**config.mk**
```make
export PLATFORM = sky130hd
export DESIGN_NAME = spi_word_host
export DESIGN_NICKNAME = d
export VERILOG_FILES = /design/src/rtl/spi_word_host_pkg.sv /design/src/rtl/spi_half_period_timer.sv /design/src/rtl/spi_word_host.sv
export SDC_FILE = /design/constraint.sdc
export NUM_CORES = 1
export LEC_CHECK = 0
export BUFFER_PORTS_ARGS = -buffer_cell sky130_fd_sc_hd__buf_2
export CORE_ASPECT_RATIO = 0.8
export CORE_MARGIN = 10
export CORE_UTILIZATION = 61
export CTS_CLUSTER_DIAMETER = 60
export CTS_CLUSTER_SIZE = 10
export DETAILED_ROUTE_END_ITERATION = 10
export GPL_ROUTABILITY_DRIVEN = 0
export PLACE_DENSITY_LB_ADDON = 0.12
export SYNTH_ARGS = -nofsm -noshare
export SYNTH_HDL_FRONTEND = slang
export SYNTH_HIERARCHICAL = 1
export SYNTH_SLANG_ARGS = --single-unit
```
**constraint.sdc**
```tcl
create_clock -name CLK -period 2.58 [get_ports CLK]
set_clock_uncertainty 0.05 [all_clocks]
set_input_delay 0.129 -clock CLK [delete_from_list [all_inputs] [get_ports CLK]]
set_output_delay 0.129 -clock CLK [all_outputs]
set_load 0.05 [all_outputs]
```
**src/rtl/spi_word_host_pkg.sv**
```systemverilog
// Shared constants for the SPI word link: word width, host FSM encoding and
// command header codes used to build command words.
package spi_word_host_pkg;

  localparam int unsigned SPI_WORD_BITS = 64;

  typedef enum logic [2:0] {
    S_IDLE,
    S_SETUP,
    S_SHIFT_HI,
    S_SHIFT_LO,
    S_HOLD,
    S_LINGER,
    S_RECOVER
  } spi_state_t;

  // Command header occupies the top byte of the first word of a message.
  localparam logic [7:0] CMD_MOVE      = 8'h10;
  localparam logic [7:0] CMD_ENABLE    = 8'h20;
  localparam logic [7:0] CMD_DIVISOR   = 8'h30;
  localparam logic [7:0] CMD_MICROSTEP = 8'h40;
  localparam logic [7:0] CMD_VERSION   = 8'h50;

  function automatic logic [SPI_WORD_BITS-1:0] cmd_word(input logic [7:0]  code,
                                                        input logic [55:0] arg);
    return {code, arg};
  endfunction

endpackage

```
**src/rtl/spi_half_period_timer.sv**
```systemverilog
// Counts CLK_DIV clock cycles and flags the last one; restarting zeroes the
// count so every FSM state lasts exactly CLK_DIV cycles.
module spi_half_period_timer #(
  parameter int unsigned CLK_DIV = 4
) (
  input  logic CLK,
  input  logic resetn,
  input  logic restart,
  output logic tick
);

  localparam int unsigned CW = (CLK_DIV > 1) ? $clog2(CLK_DIV) : 1;
  localparam logic [CW-1:0] TOP = CW'(CLK_DIV - 1);

  logic [CW-1:0] count;

  always_ff @(posedge CLK or negedge resetn) begin
    if (!resetn) begin
      count <= '0;
    end else if (restart || count == TOP) begin
      count <= '0;
    end else begin
      count <= count + 1'b1;
    end
  end

  assign tick = (count == TOP);

endmodule

```
**src/rtl/spi_word_host.sv**
```systemverilog
// SPI mode-0 word initiator: full-duplex 64-bit MSB-first transfers, with CS
// held low between words of a multi-word message.
module spi_word_host
  import spi_word_host_pkg::*;
#(
  parameter int unsigned WORD_BITS = SPI_WORD_BITS,
  parameter int unsigned CLK_DIV   = 4
) (
  input  logic                 CLK,
  input  logic                 resetn,
  input  logic                 start,
  input  logic                 last,
  input  logic [WORD_BITS-1:0] tx_word,
  output logic                 busy,
  output logic                 done,
  output logic [WORD_BITS-1:0] rx_word,
  output logic                 SCK,
  output logic                 CS,
  output logic                 COPI,
  input  logic                 CIPO
);

  localparam logic [6:0] FINAL_BIT = 7'(WORD_BITS - 1);

  spi_state_t           state, state_n;
  logic                 tick, restart, accept;
  logic                 last_q;
  logic [6:0]           bit_cnt;
  logic [WORD_BITS-1:0] tx_sr, rx_sr;

  assign restart = (state_n != state);
  assign accept  = start && (state == S_IDLE || state == S_LINGER);

  spi_half_period_timer #(
    .CLK_DIV(CLK_DIV)
  ) u_timer (
    .CLK    (CLK),
    .resetn (resetn),
    .restart(restart),
    .tick   (tick)
  );

  always_comb begin
    state_n = state;
    case (state)
      S_IDLE, S_LINGER: if (accept) state_n = S_SETUP;
      S_SETUP:          if (tick) state_n = S_SHIFT_HI;
      S_SHIFT_HI:       if (tick) state_n = (bit_cnt == FINAL_BIT) ? S_HOLD : S_SHIFT_LO;
      S_SHIFT_LO:       if (tick) state_n = S_SHIFT_HI;
      S_HOLD:           if (tick) state_n = last_q ? S_RECOVER : S_LINGER;
      S_RECOVER:        if (tick) state_n = S_IDLE;
      default:          state_n = S_IDLE;
    endcase
  end

  always_ff @(posedge CLK or negedge resetn) begin
    if (!resetn) begin
      state <= S_IDLE;
    end else begin
      state <= state_n;
    end
  end

  // tx_sr shifts in zeros, so COPI reads 0 once the final bit has gone out.
  assign COPI = tx_sr[WORD_BITS-1];

  always_ff @(posedge CLK or negedge resetn) begin
    if (!resetn) begin
      tx_sr   <= '0;
      rx_sr   <= '0;
      rx_word <= '0;
      bit_cnt <= '0;
      last_q  <= 1'b0;
      busy    <= 1'b0;
      done    <= 1'b0;
      SCK     <= 1'b0;
      CS      <= 1'b1;
    end else begin
      done <= 1'b0;
      case (state)
        S_IDLE, S_LINGER: begin
          if (accept) begin
            tx_sr   <= tx_word;
            last_q  <= last;
            bit_cnt <= '0;
            busy    <= 1'b1;
            CS      <= 1'b0;
          end
        end
        S_SETUP, S_SHIFT_LO: begin
          if (tick) SCK <= 1'b1;
        end
        S_SHIFT_HI: begin
          if (tick) begin
            SCK     <= 1'b0;
            rx_sr   <= {rx_sr[WORD_BITS-2:0], CIPO};
            tx_sr   <= {tx_sr[WORD_BITS-2:0], 1'b0};
            bit_cnt <= bit_cnt + 7'd1;
          end
        end
        S_HOLD: begin
          if (tick) begin
            rx_word <= rx_sr;
            done    <= 1'b1;
            if (last_q) CS <= 1'b1;
            else        busy <= 1'b0;
          end
        end
        S_RECOVER: begin
          if (tick) busy <= 1'b0;
        end
        default: ;
      endcase
    end
  end

endmodule

```
### Word level (Yosys, flattened, before mapping)

Index checks and enable logic that the tools add are counted.

* bits in registers: 209
* input bits: 69
* output and inout port bits: 69
* logic and storage cells: 74

* $add $sub $neg: 2
* eq/ne operators: 16
* muxes and demuxes: 28
* reductions and logical operators: 17

Operators with widths (number)
* $mux W64: 2
* $pmux W64 S2: 1
* $mux W3: 6
* $pmux W3 S5: 1
* $mux W7: 2
* $pmux W7 S2: 1
* $ne A2 B2 Y1 const B: 6
* $mux W1: 10
* $eq A3 B3 Y1 const B: 3
* $add A7 B1 Y7 const B: 1
* $eq A7 B6 Y1 const B: 1
* $eq A3 B2 Y1 const B: 2
* $reduce_and A2 Y1: 3
* $reduce_and A3 Y1: 2
* $reduce_bool A2 Y1: 3
* $reduce_and A5 Y1: 1
* $mux W2: 2
* $pmux W1 S2: 2
* $reduce_and A4 Y1: 1
* $reduce_or A2 Y1: 2
* $eq A3 B1 Y1 const B: 1
* $logic_not A3 Y1: 1
* $ne A3 B3 Y1: 1
* $pmux W1 S3: 1
* other kinds (6): 7

### Logic depth before layout (Yosys ltp)

Gate-level depths: netlist of the first run.

* word-level depth: 8
* depth in mapped cells: 7
* gate-level depth less buffers: 4

### Cells and area by module

Netlist of the first run, hierarchy kept.

By module, submodules not included
* spi_word_host: times used 1, cells an instance 694, area each 8826.0 um^2, seq. area each 5181.2 um^2
* spi_half_period_timer: times used 1, cells an instance 5, area each 85.1 um^2, seq. area each 50.0 um^2

### Worst setup path before layout of the first run

Ideal clock, no wire load.

* path kind: reg-to-reg
* start: reg state[2]
* end: reg tx_sr[10]
* setup time: 0.125 ns
* data arrival time: 1.582 ns
* required time: 2.405 ns
* slack: 0.823 ns
* stages on the path, launching flop included: 6
* path buffers: 2
* period minus slack after synthesis: 1.757 ns
* path through: dfrtp_1 -> nor3b_1 -> buf_2 -> buf_2 -> mux2_2 -> mux2_2

* word-level cells in the longest chain between the ends: 5
* elaborated cells on any way between the ends: 11
* those cells by class: 4 x eq/ne; 1 x mux; 6 x reduce/logical

Ends and longest elaborated chain
* from (decl): RTL line spi_word_host.sv:25 `spi_state_t state, state_n;`
* from (signal assigned): RTL line spi_word_host.sv:60 `state <= state_n;`
* $eq A3 B3 Y1 or $logic_not A3 Y1 (tied branches): RTL line spi_word_host.sv:32, spi_word_host.sv:80
* $logic_or A1 B1 Y1: RTL line spi_word_host.sv:32 `assign accept = start && (state == S_IDLE || state == S_LINGER);`
* $logic_and A1 B1 Y1: RTL line spi_word_host.sv:32
* $ne A2 B2 Y1 (no source line)
* $reduce_and A3 Y1 (no source line)
* to (signal assigned): RTL line spi_word_host.sv:83 `tx_sr <= tx_word;`
* to (signal assigned): RTL line spi_word_host.sv:97 `tx_sr <= {tx_sr[WORD_BITS-2:0], 1'b0};`
* to (decl): RTL line spi_word_host.sv:29 `logic [WORD_BITS-1:0] tx_sr, rx_sr;`

Parallel ways exist; a longest one is shown, timed or not.
A chain may end at the register's enable or synchronous reset.

### Final worst setup path of the first run

* start: reg state[0]
* end: reg tx_sr[25]

Same word-level chain as after synthesis.

==> results of run 1 <==
layout make-up:
| type | instances | area, um^2 | area share |
|---|---|---|---|
| clock buffers | 36 | 667 | 0.0594 |
| well taps | 184 | 230 | 0.0205 |
| inverters | 5 | 18.8 | 0.00167 |
| repair buffers | 220 | 1590 | 0.141 |
| diodes | 1 | 2.50 | 0.000223 |
| multi-input cells | 445 | 3490 | 0.311 |
| flip-flops and latches | 209 | 5230 | 0.466 |
how the worst max path moves through the flow:
stage	from	endpoint
after floorplan	state[2]$_DFF_PN0_	tx_sr[10]$_DFFE_PN0P_
after global placement	u_timer/count[0]$_DFF_PN0_	bit_cnt[4]$_DFFE_PN0P_
after detailed placement	u_timer/count[0]$_DFF_PN0_	bit_cnt[4]$_DFFE_PN0P_
after CTS	u_timer/count[0]$_DFF_PN0_	bit_cnt[4]$_DFFE_PN0P_
after global routing	u_timer/count[0]$_DFF_PN0_	bit_cnt[4]$_DFFE_PN0P_
final	state[0]$_DFF_PN0_	tx_sr[25]$_DFFE_PN0P_
what timing repair did:
action | 4_1_cts | 5_1_grt
setup buffers | 0 | 0
endpoints found under the hold margin | 148 | 0
hold buffers | 68 | 0
sequential cells by signal, summed over array words and instances (netlist names):
register       count
bit_cnt            7
last_q             1
done               1
busy               1
SCK                1
u_timer/count      2
tx_sr             64
rx_sr             64
state              3
rx_word           64
CS                 1
power by group through the flow:
| stage | Sequential (W) | Combinational [W] | Clock (W) |
|---|---|---|---|
| final | 0.00435 | 0.00274 | 0.00297 |
| after detailed placement | 0.00437 | 0.00264 | 0 |
| after CTS | 0.00433 | 0.00275 | 0.00304 |
| after global routing | 0.00442 | 0.00297 | 0.00318 |
| after floorplan | 0.00429 | 0.00212 | 0 |
| after global placement | 0.00432 | 0.00252 | 0 |
routing by layer:
layer | track usage | part of all wire | vias up
li1 | - | - | 2767
met1 | 0.259 | 0.44 | 2981
met2 | 0.328 | 0.49 | 131
met3 | 0.0453 | 0.050 | 26
met4 | 0.0416 | 0.014 | 0
met5 | 0 | 0 | -
worst max-delay path, stage by stage, from the launching register on:
cell     delay, ns
dfrtp_1       0.64
xor2_1        0.24
o21ai_4       0.51
buf_12        0.30
mux2_2        0.37
cell usage in the layout, fill, tap and decap left out, types with 2 or more instances in the layout:
| cell type | instances |
|---|---|
| a21oi_1 | 6 |
| buf_12 | 8 |
| buf_2 | 136 |
| buf_4 | 7 |
| clkbuf_1 | 11 |
| clkbuf_16 | 25 |
| dfrtp_1 | 208 |
| dlygate4sd3_1 | 68 |
| ha_1 | 2 |
| inv_1 | 5 |
| mux2_2 | 154 |
| mux2_4 | 37 |
| mux2i_1 | 3 |
| nand2_1 | 199 |
| nand3_1 | 2 |
| nand3b_1 | 2 |
| nor2_1 | 5 |
| nor3b_2 | 2 |
| o211ai_1 | 2 |
| o21ai_0 | 6 |
| or3_1 | 3 |
| or4_1 | 2 |
metrics by stage:
| stage | power [W] | instance area, um^2 | worst slack, ns | util |
|---|---|---|---|---|
| final | 0.0101 | 11200 | 0.320 | 0.785 |
| after global routing | 0.0106 | 11200 | 0.142 | 0.785 |
| after CTS | 0.0101 | 11200 | 0.301 | 0.785 |
| after detailed placement | 0.00701 | 9870 | 0.333 | 0.691 |
| after global placement | 0.00684 | 9870 | 0.423 | 0.691 |
| after floorplan | 0.00641 | 8910 | 0.823 | - |
cell families after synthesis:
group,Yosys count
AOI/OAI and AO/OA,25
xor gates and xnor gates,1
adders and majority gates,2
and+or+nand+nor,223
DFF,209
muxes,194
buffers and inverters,45
==> flow_summary.toml, run 1 <==
[worst_setup_path]
r2r_end = "tx_sr[25]$_DFFE_PN0P_"
crit_type = "flip-flop to flip-flop"
end_kind = "flip-flop"
startpoint_type = "flip-flop"
crit_required_ns = 2.91
arrival_ns = 2.59
r2r_start = "state[0]$_DFF_PN0_"
r2r_cells = 4
rrSetupSlack_ns = 0.32
worstPathMaxFanout = 32

[place]
place_inst = 995
numPortBuffers = 137
post-dp-hpwl_mm = 12.1

[logic_synthesis]
synth_top_family_by_area = "multiplexers"
muxShareOfSynthArea = 0.260
synthTopCellsByCount = "dfrtp_1 (208), nand2_1 (199), mux2_2 (154)"
syn_area_um2 = 8910
synth.distinct_cells = 41
synth_area_leader_cell = "dfrtp_1"
synth-async-reset-ratio = 1.00
synth.most_common_cell = "dfrtp_1"
synth_fa_ha_area_frac = 0.00281
ys_warn_count = 6
synth_seq_cells = 209
synth_compound_area_frac = 0.0187
avgSynthCellArea_um2 = 12.7
synthTopCellsByArea = "dfrtp_1 (58%), mux2_2 (19%), nand2_1 (8.4%), mux2_4 (6.2%), buf_2 (1.2%)"
synth_ff_type = "dfrtp_1"
synth_enable_flop_cells = 0
synthSimpleGateAreaFrac = 0.103
synth_xor_area_frac = 0.000983
synthCells = 699
postSynthNetCount = 770
yosysSeqAreaShare = 0.587
synth.top_cell.area_share = 0.584

[clock_tree]
clk-insertion-delay-late_ns = 0.50
path_clk_slew_ns = 0.05
cts.repair.resized = 0
htreeDepth = 1
cts_num_sinks = 209
cts_buffers = 24
clk_path_buf_depth = 3
cts_tree = "done"
cts_root_buf = "clkbuf_16"

[pwr]
seq_power_share = 0.432
powerDensity_nw_per_um2 = 897
internal-power_w = 0.00732
swShare = 0.273
ir_drop_uv = 811
combPwrFrac = 0.273
p_sw_w = 0.00275
power.clock.fraction = 0.295
p_leak_nw = 5.74

[drt]
drc_errors = 0
vias_per_cell = 5.37
vias = 5905
routedWlPerCell_um = 17.8
ant_nets = 0
drt_iter0_drc = 429
routed_wl_mm = 19.5
firstDrtPassIters = 4

[sta]
holdWs_ns = 0.198
grt_setup_unrepaired = "false"
hold_violations = 0
slew_headroom = 0.554
tightest_slew_ns = 0.669
setup_viol = 0
max_freq_mhz = 443
layout_min_cycle_time_ns = 2.26
maxSlewViolCount = 0
setup_tns_ns = 0
fin_crit_sh = 0.876

[floorplan]
initial_core_util = 0.623
dieArea_um2 = 19900
core_area_um2 = 14300
rows = 39
die_w_um = 155
pin_count = 138
die_y_um = 128

[global_routing]
grt_pass1_vias = 6363
antenna_found_initial = 1
grt-ovfl-total = 0
grt_max_degree = 86
grtUsageTotal = 0.197
grt_pass1_wl_mm = 32.5

[cells_and_area]
fin_cells = 1100
nets = 976
drive_gt1_frac = 0.412
syn_to_final_growth_pct = 26.0
fillers = 889

[run_status]
status = "finished, final reports clean"

[run]
drv_cap = 0

[min_path]
hp-class = "input port to asynchronous set/reset pin"
Note: power is estimated with default switching activity, not from simulation.
==> inputs of run 2 (changes only) <==
Clock period 2.58 ns to 2.6 ns, I/O delays scaled along.
==> run 2 against run 1 <==
Net effect: cell count hardly changed; first-iteration DRC count down 34%; maximum frequency rose by 3.1%; largest cell class unchanged; non-clock buffer count shrank 1; die area unchanged; via count about the same; count of clock-buffer cells in the layout decreased by 1; sequential power down 0.9%; global-route usage down 0.23 points.
==> flow_summary.toml, run 2 (synthesis gave the netlist of run 1 again) <==
[place]
place_area_um2 = 9870
post-dp-hpwl_mm = 11.7
numPortBuffers = 137

[sta]
tightest_slew_ns = 0.667
setup_tns_ns = 0
layout_min_cycle_time_ns = 2.19
hold_violations = 0
fin_crit_sh = 0.843
setup_viol = 0
maxSlewViolCount = 0
grt_setup_unrepaired = "false"
slew_headroom = 0.555
max_freq_mhz = 456

[floorplan]
die_w_um = 155
die_y_um = 128
core_area_um2 = 14300
dieArea_um2 = 19900
rows = 39
initial_core_util = 0.623
pin_count = 138

[cells_and_area]
nets = 975
post-route-cell-area_um2 = 11200
top_regs = "rx_sr: 64 flops, rx_word: 64 flops, tx_sr: 64 flops"
register_area_um2 = 5230
mostFrequentLayoutCell = "dfrtp_1"
fillers = 846
mostFrequentLayoutCells = "dfrtp_1 (208), nand2_1 (199), mux2_2 (154), buf_2 (136), dlygate4sd3_1 (68)"
drive_gt1_frac = 0.412
multi_input_area_um2 = 3490
syn_to_final_growth_pct = 25.9

[clock_tree]
clk-insertion-delay-late_ns = 0.50
post_cts_buffers = 0
htreeDepth = 1
clk_path_buf_depth = 3
cts.repair.resized = 0
cts_tree = "done"
cts_hold_buf = 68
cts_num_sinks = 209
path_clk_slew_ns = 0.06
cts_root_buf = "clkbuf_16"
cts_buffers = 24

[global_routing]
antenna_found_initial = 0
grt_pass1_wl_mm = 32.3
grt_pass1_vias = 6266
grt_max_degree = 86
grt-ovfl-total = 0
grtUsageTotal = 0.195

[drt]
ant_nets = 0
vias_per_cell = 5.36
firstDrtPassIters = 4
routed_wl_mm = 19.4
drc_errors = 0
vias = 5902
drt_iter0_drc = 285
routedWlPerCell_um = 17.6

[worst_setup_path]
cp_slowest_stage_delay_ns = 0.54
worstSetupPathDepth = 4
crit_chain = "ha_1, and4bb_4, buf_12, mux2_2"
cp_num_buf_inv = 1
cp_slowest_cell = "and4bb_4"
worstPathMaxFanout = 20
crit_type = "flip-flop to flip-flop"
end_kind = "flip-flop"
arrival_ns = 2.51
r2r_cells = 4
crit_required_ns = 2.92
startpoint_type = "flip-flop"
path_delay_family = "simple AND/OR/NAND/NOR gates"

[pwr]
p_leak_nw = 5.74
ir_drop_uv = 743
powerDensity_nw_per_um2 = 887
power_w = 0.00995

[run_status]
status = "finished, final reports clean"

[min_path]
hp-class = "input port to asynchronous set/reset pin"

[run]
drv_cap = 0
run 2: cell types whose count changed in the layout (fill, tap and decap cells not counted):
| cell | change |
|---|---|
| diode_2 | +3 |
| buf_4 | -1 |
| clkbuf_1 | -1 |
run 2: report_power, final:
part	internal (W)	leakage, nW	switching (W)	total (W)
combinational	0.00162	2.68	0.00108	0.00270
clock	0.00173	0.320	0.00121	0.00294
sequential	0.00390	2.74	0.000413	0.00431
run 2: layout make-up:
type,instances,share of cell area
repair buffers,219,0.141
well taps,184,0.0205
multi-input cells,445,0.311
diodes,4,0.000892
flip-flops and latches,209,0.466
inverters,5,0.00167
clock buffers,35,0.0591
run 2: per-layer routing:
metal	part of all wire	GRT usage
met2	0.50	0.320
met3	0.048	0.0439
met1	0.44	0.256
met4	0.017	0.0510
met5	0	0
run 2: through the flow:
| step | instances | utilization | hold WS (ns) | setup WS, ns |
|---|---|---|---|---|
| final | 1101 | 0.785 | 0.179 | 0.408 |
| after detailed placement | 994 | 0.690 | 0.164 | 0.433 |
| after global placement | 994 | 0.690 | 0.148 | 0.497 |
| after global routing | 1097 | 0.784 | 0.222 | 0.247 |
| after CTS | 1097 | 0.784 | 0.208 | 0.378 |
| after floorplan | 699 | - | -0.216 | 0.843 |
run 2: final timing paths:
path                                            start                         end  slack, ns
max in group asynchronous                      resetn              CS$_DFFE_PN1P_       1.51
max reg2reg                u_timer/count[0]$_DFF_PN0_     rx_word[34]$_DFFE_PN0P_       0.41
max                        u_timer/count[0]$_DFF_PN0_     rx_word[34]$_DFFE_PN0P_       0.41
min in group CLK                                 CIPO        rx_sr[0]$_DFFE_PN0P_       0.35
min reg2reg                u_timer/count[0]$_DFF_PN0_  u_timer/count[0]$_DFF_PN0_       0.42
min                                            resetn     rx_word[26]$_DFFE_PN0P_       0.18
